==> src/rtl/fetch_pkg.sv <==
// Shared types and constants for the two-wide instruction fetch controller.
package fetch_pkg;

    typedef enum logic [1:0] {
        BOOT,
        RUN,
        HALT
    } fetch_state_e;

    localparam logic [31:0] INSTR_BYTES  = 32'd4;
    localparam logic [31:0] BUNDLE_BYTES = 32'd8;

    typedef struct packed {
        logic [31:0] pc;
        logic [31:0] instr_a;
        logic [31:0] instr_b;
        logic        valid_b;
    } fetch_bundle_t;

    // A bundle starting on the upper word of an 8-byte pair carries only one instruction.
    function automatic logic [31:0] fetch_step(input logic upper_word);
        return upper_word ? INSTR_BYTES : BUNDLE_BYTES;
    endfunction

endpackage

==> src/rtl/fetch_pc_gen.sv <==
// Selects the PC to issue this cycle and derives the port-B and next-sequential addresses.
module fetch_pc_gen
    import fetch_pkg::*;
#(
    parameter logic [31:0] RESET_PC = 32'h0000_0000
) (
    input  logic        rst,
    input  logic        redirect_valid,
    input  logic [31:0] redirect_pc,
    input  logic        hold,
    input  logic [31:0] pc_f2,
    input  logic [31:0] pc_next,
    output logic [31:0] issue_pc,
    output logic [31:0] addr_b,
    output logic [31:0] seq_pc
);

    // Redirect beats a stalled bundle, which beats the sequential stream.
    always_comb begin
        if (rst) begin
            issue_pc = RESET_PC;
        end else if (redirect_valid) begin
            issue_pc = redirect_pc & 32'hFFFF_FFFC;
        end else if (hold) begin
            issue_pc = pc_f2;
        end else begin
            issue_pc = pc_next;
        end
    end

    assign addr_b = issue_pc + INSTR_BYTES;
    assign seq_pc = issue_pc + fetch_step(issue_pc[2]);

endmodule

==> src/rtl/fetch_controller.sv <==
// Two-wide fetch sequencer for a dual-port synchronous-read imem; backpressure re-reads the held PC.
// Define FETCH_RANGE_CHECK_EN to add the out_fault port and clip slot B at the end of memory.
module fetch_controller
    import fetch_pkg::*;
#(
    parameter logic [31:0] RESET_PC   = 32'h0000_0000,
    parameter int unsigned IMEM_BYTES = 16384
) (
    input  logic        clk,
    input  logic        rst,
    input  logic        fetch_en,
    input  logic        redirect_valid,
    input  logic [31:0] redirect_pc,
    output logic [31:0] imem_addr_a,
    output logic [31:0] imem_addr_b,
    input  logic [31:0] imem_data_a,
    input  logic [31:0] imem_data_b,
    output logic        out_valid,
    input  logic        out_ready,
    output logic [31:0] out_pc,
    output logic [31:0] out_instr_a,
    output logic [31:0] out_instr_b,
    output logic        out_valid_b
`ifdef FETCH_RANGE_CHECK_EN
    ,
    output logic        out_fault
`endif
);

    logic [31:0]   pc_next_q;
    logic [31:0]   pc_f2_q;
    logic          f2_valid_q;
    fetch_state_e  state_q;

    logic [31:0]   issue_pc;
    logic [31:0]   seq_pc;
    logic          hold;
    logic          issue;
    fetch_bundle_t bundle;

    assign hold  = f2_valid_q && !out_ready;
    assign issue = redirect_valid || hold || fetch_en;

    fetch_pc_gen #(
        .RESET_PC(RESET_PC)
    ) u_pc_gen (
        .rst           (rst),
        .redirect_valid(redirect_valid),
        .redirect_pc   (redirect_pc),
        .hold          (hold),
        .pc_f2         (pc_f2_q),
        .pc_next       (pc_next_q),
        .issue_pc      (issue_pc),
        .addr_b        (imem_addr_b),
        .seq_pc        (seq_pc)
    );

    assign imem_addr_a = issue_pc;

    always_ff @(posedge clk) begin
        if (rst) begin
            state_q    <= BOOT;
            f2_valid_q <= 1'b0;
            pc_next_q  <= RESET_PC;
            pc_f2_q    <= RESET_PC;
        end else begin
            pc_f2_q    <= issue_pc;
            f2_valid_q <= issue;
            if (issue) begin
                pc_next_q <= seq_pc;
            end
            case (state_q)
                BOOT:    state_q <= issue ? RUN : HALT;
                RUN:     if (!issue) state_q <= HALT;
                HALT:    if (issue) state_q <= RUN;
                default: state_q <= BOOT;
            endcase
        end
    end

    // The word on imem_data this cycle belongs to pc_f2_q; a redirect kills it before handshake.
    always_comb begin
        bundle.pc      = pc_f2_q;
        bundle.instr_a = imem_data_a;
        bundle.instr_b = imem_data_b;
        bundle.valid_b = !pc_f2_q[2];
`ifdef FETCH_RANGE_CHECK_EN
        if (({1'b0, pc_f2_q} + 33'd4) >= 33'(IMEM_BYTES)) begin
            bundle.valid_b = 1'b0;
        end
`endif
    end

    assign out_valid   = f2_valid_q && !redirect_valid && !rst;
    assign out_pc      = bundle.pc;
    assign out_instr_a = bundle.instr_a;
    assign out_instr_b = bundle.instr_b;
    assign out_valid_b = out_valid && bundle.valid_b;

`ifdef FETCH_RANGE_CHECK_EN
    assign out_fault = out_valid && (pc_f2_q >= IMEM_BYTES);
`else
    logic unused_cfg;
    assign unused_cfg = (IMEM_BYTES == 0);
`endif

endmodule

==> config.mk <==
export PLATFORM = sky130hd
export DESIGN_NAME = fetch_controller
export DESIGN_NICKNAME = d
export VERILOG_FILES = /design/src/rtl/fetch_pkg.sv /design/src/rtl/fetch_pc_gen.sv /design/src/rtl/fetch_controller.sv
export SDC_FILE = /design/constraint.sdc
export NUM_CORES = 1
export LEC_CHECK = 0
export ABC_CLOCK_PERIOD_IN_PS = 10200
export BUFFER_PORTS_ARGS = -buffer_cell sky130_fd_sc_hd__buf_2
export CAP_MARGIN = 30
export CORE_UTILIZATION = 50
export CTS_BUF_LIST = sky130_fd_sc_hd__clkbuf_8
export CTS_CLUSTER_SIZE = 40
export DETAILED_ROUTE_END_ITERATION = 8
export PLACE_DENSITY = 0.88
export SYNTH_ARGS = -nofsm -noshare
export SYNTH_HDL_FRONTEND = slang
export SYNTH_SLANG_ARGS = --single-unit
==> constraint.sdc <==
create_clock -name clk -period 10.2 [get_ports clk]
set_input_delay 0.51 -clock clk [delete_from_list [all_inputs] [get_ports clk]]
set_output_delay 0.51 -clock clk [all_outputs]
set_load 0.02 [all_outputs]
==> results.yml <==
cells_and_area:
  layout.nets: 766
  seqCellArea_um2: 1281
  final_cell_area_um2: 5275
  antenna_cells: 0
  syn_to_final_growth_pct: 7.277
  drive_above_1_share_pct: 26.39
  multiInputGateArea_um2: 2770
  num-fill-cells: 862
synth:
  synthesis.nets: 724
  synth-seq-cells: 64
  synthMostInstantiatedCell: "buf_4"
  synth_top_area_cell: "dfxtp_1"
  synth_edf_count: 0
  synth_ff_type: "dfxtp_1"
  yosys-top-cells-count: "buf_4 (73), dfxtp_1 (64), nor2_1 (61), nand2_1 (48), xnor2_1 (36)"
  yosysSeqAreaShare_pct: 26.06
  ys_warn_count: 0
  async_flop_share_pct: 0
  synthTopCellsByArea: "dfxtp_1 (26%), buf_4 (11%), xnor2_1 (6.4%), nor2_1 (4.7%), a211oi_1 (4.1%)"
  netlist_area_um2: 4917
  postSynthCellCount: 620
  netlist.area_leader.share_pct: 26.06
  synth_cell_types: 66
  syn_avg_cell_area_um2: 7.931
power_and_ir_drop:
  clkPwrFrac_pct: 34.6
  seq_power_share_pct: 39.8
  peakVddDrop_uv: 64.67
  total_power_mw: 0.7045
  sw_frac_of_total_pct: 33.32
  p_leak_nw: 2.396
  switching_power_mw: 0.2348
  pwr-share-comb_pct: 25.6
  intPower_mw: 0.4698
  power.density_nw_per_um2: 133.6
floorplan:
  pin_count: 263
  rows: 35
  fp.coreArea_um2: 9371
  die_x_um: 101.2
  floorplan.initialDensity_pct: 52.47
  dieArea_um2: 10240
  fp.dieH_um: 101.2
placement:
  place.gp.congestion: 0.9512
  dp_hpwl_um: 10330
  place_ws_ns: 5.149
  port_buffers: 132
  place_area_um2: 5054
global_route:
  grt_pass1_wl_um: 22570
  grt_max_degree: 81
  track_usage_pct: 28.50
  grt_pass1_vias: 4560
  grt_remaining_overflow: 0
  antenna_found_initial: 0
detailed_routing:
  first_pass_iters: 4
  vias: 4847
  drt_iter0_markers: 368
  drt_wl_total_um: 14580
  drc: 0
  ant_nets: 0
  wl_per_cell_um: 18.31
  vias_per_cell: 6.089
setup_path:
  critPathLaunchType: "flip-flop"
  end_kind: "output pin"
  crit_required_ns: 9.69
  rrSetupSlack_ns: 5.41
  crit_path_cell_trace: "nand2b_1, buf_4, a211oi_1, nand2b_1, nor4_4, nor4b_4, nand3_1, xnor2_1, buf_2"
  path_delay_family: "simple AND/OR/NAND/NOR gates"
  worstSetupPathType: "reg2out"
  slowest_delay_ns: 0.85
  critical_path_buf_inv_count: 2
  crit_top_cell: "nand2b_1"
  cp_max_fo: 25
  crit_slowest_cell: "dfxtp_1"
  arrival_ns: 4.45
sta:
  relSlewSlack_pct: 32.95
  setup_viol: 0
  fin_ws_ns: 5.240
  fin_crit_ns: 4.960
  max_freq_ghz: 0.2016
  clock_skew_ns: 0.007890
  drv_slew: 0
  tightest_slew_ns: 0.9990
  finalCritPeriodShare_pct: 48.63
  rsz0062_at_grt: "false"
  fin_tns_setup_ns: 0
  hold_viol: 0
  hold_ws_ns: 0.3881
clock_tree:
  clkLatencyLatePin_ns: 0.36
  cts_buffers: 9
  post_cts_resized: 0
  cts_tree: "done"
  cts_max_path_buffers: 2
  postCtsSetupBuffers: 0
  cts_hold_buf: 0
  path_clk_slew_ns: 0.07
  h-tree-depth: 3
  cts.sinks: 64
  cts.root.buffer_cell: "clkbuf_8"
job:
  maxCapViolations: 0
hold_path:
  worstHoldPathType: "in2reg"
run_status:
  outcome: "finished clean"
-- sequential cells by signal (all words and copies together), names as in the netlist --
| signal | count |
|---|---|
| f2_valid_q | 1 |
| out_pc | 32 |
| pc_next_q | 31 |
-- layout by cell type, fill, tap and decap left out, types with 3 or more instances in the layout --
cell,instances
mux2i_1,4
and3_1,8
nor4bb_1,4
o21ai_0,8
nor2_1,61
dfxtp_1,64
and2_1,4
nor4_2,4
clkbuf_8,10
nor4b_1,9
a31oi_1,5
and4bb_2,3
o211ai_1,4
ha_1,3
nand3_1,21
buf_2,132
a22o_1,3
nand2_1,48
o21a_1,11
xnor2_1,36
buf_4,7
xor2_1,16
nor4_1,4
a311oi_1,7
nor3_1,15
or3_1,10
nand2b_1,3
inv_1,36
a211oi_1,27
nor4_4,4
nand4bb_1,3
nand4_1,15
a21oi_1,28
a211oi_2,3
-- kinds of logic (layout without fill, tap and decap cells) --
group | Yosys count | after routing | share of synthesized area (%)
xor gates and xnor gates | 52 | 52 | 9.262
and+or+nand+nor | 238 | 238 | 28.42
adders and majority gates | 3 | 3 | 0.7634
AOI/OAI and AO/OA | 116 | 116 | 17.07
DFF | 64 | 64 | 26.06
buffers and inverters | 143 | 190 | 17.61
muxes | 4 | 4 | 0.8143
-- cell type report --
cell class,count,area share (%)
multi-input cells,413,52.51
clock inverters,6,1.447
repair buffers,140,13.66
inverters,34,2.419
clock buffers,10,2.609
flip-flops and latches,64,24.29
well taps,129,3.060
-- routing by layer --
metal	track usage, %	wire, µm	vias up	share of wire, %
met4	18.28	680	0	4.7
met3	6.142	1413	79	9.7
met5	0	0	-	0
met1	34.21	5710	2246	39
li1	-	-	2201	-
met2	46.31	6773	321	46
-- stage by stage --
| stage | util [%] | std cells |
|---|---|---|
| 5_1_grt | 56.29 | 796 |
| 2_1_floorplan | - | 620 |
| 3_5_place_dp | 53.93 | 779 |
| 3_3_place_gp | 53.93 | 779 |
| 6_report | 56.29 | 796 |
| 4_1_cts | 56.21 | 795 |
-- worst reg2reg max path, cell delays in order (launching register included) --
cell	delay [ns]
dfxtp_1	0.85
and2b_1	0.23
buf_4	0.31
nand3_1	0.14
a21oi_1	0.50
inv_1	0.14
ha_1	0.37
nor4bb_1	0.24
a211o_1	0.17
nand4_1	0.39
nor4_2	0.72
nand4_1	0.23
xor2_1	0.19
a211oi_1	0.22
-- final timing paths --
check,startpoint,endpoint,depth (start not counted)
min,redirect_pc[6],out_pc[6],2
max reg2reg,f2_valid_q,pc_next_q[31],13
min reg2reg,pc_next_q[4],pc_next_q[4],2
max,f2_valid_q,imem_addr_b[29],9
-- power groups by stage --
stage               Sequential (mW)  Combinational, mW  Clock (mW)
finish                        0.281              0.180       0.244
global route                  0.282              0.193       0.252
CTS                           0.280              0.178       0.243
detailed placement            0.286              0.177           0
global placement              0.285              0.173           0
floorplan                     0.292              0.153           0
Note: power is estimated with default switching activity, not from simulation.
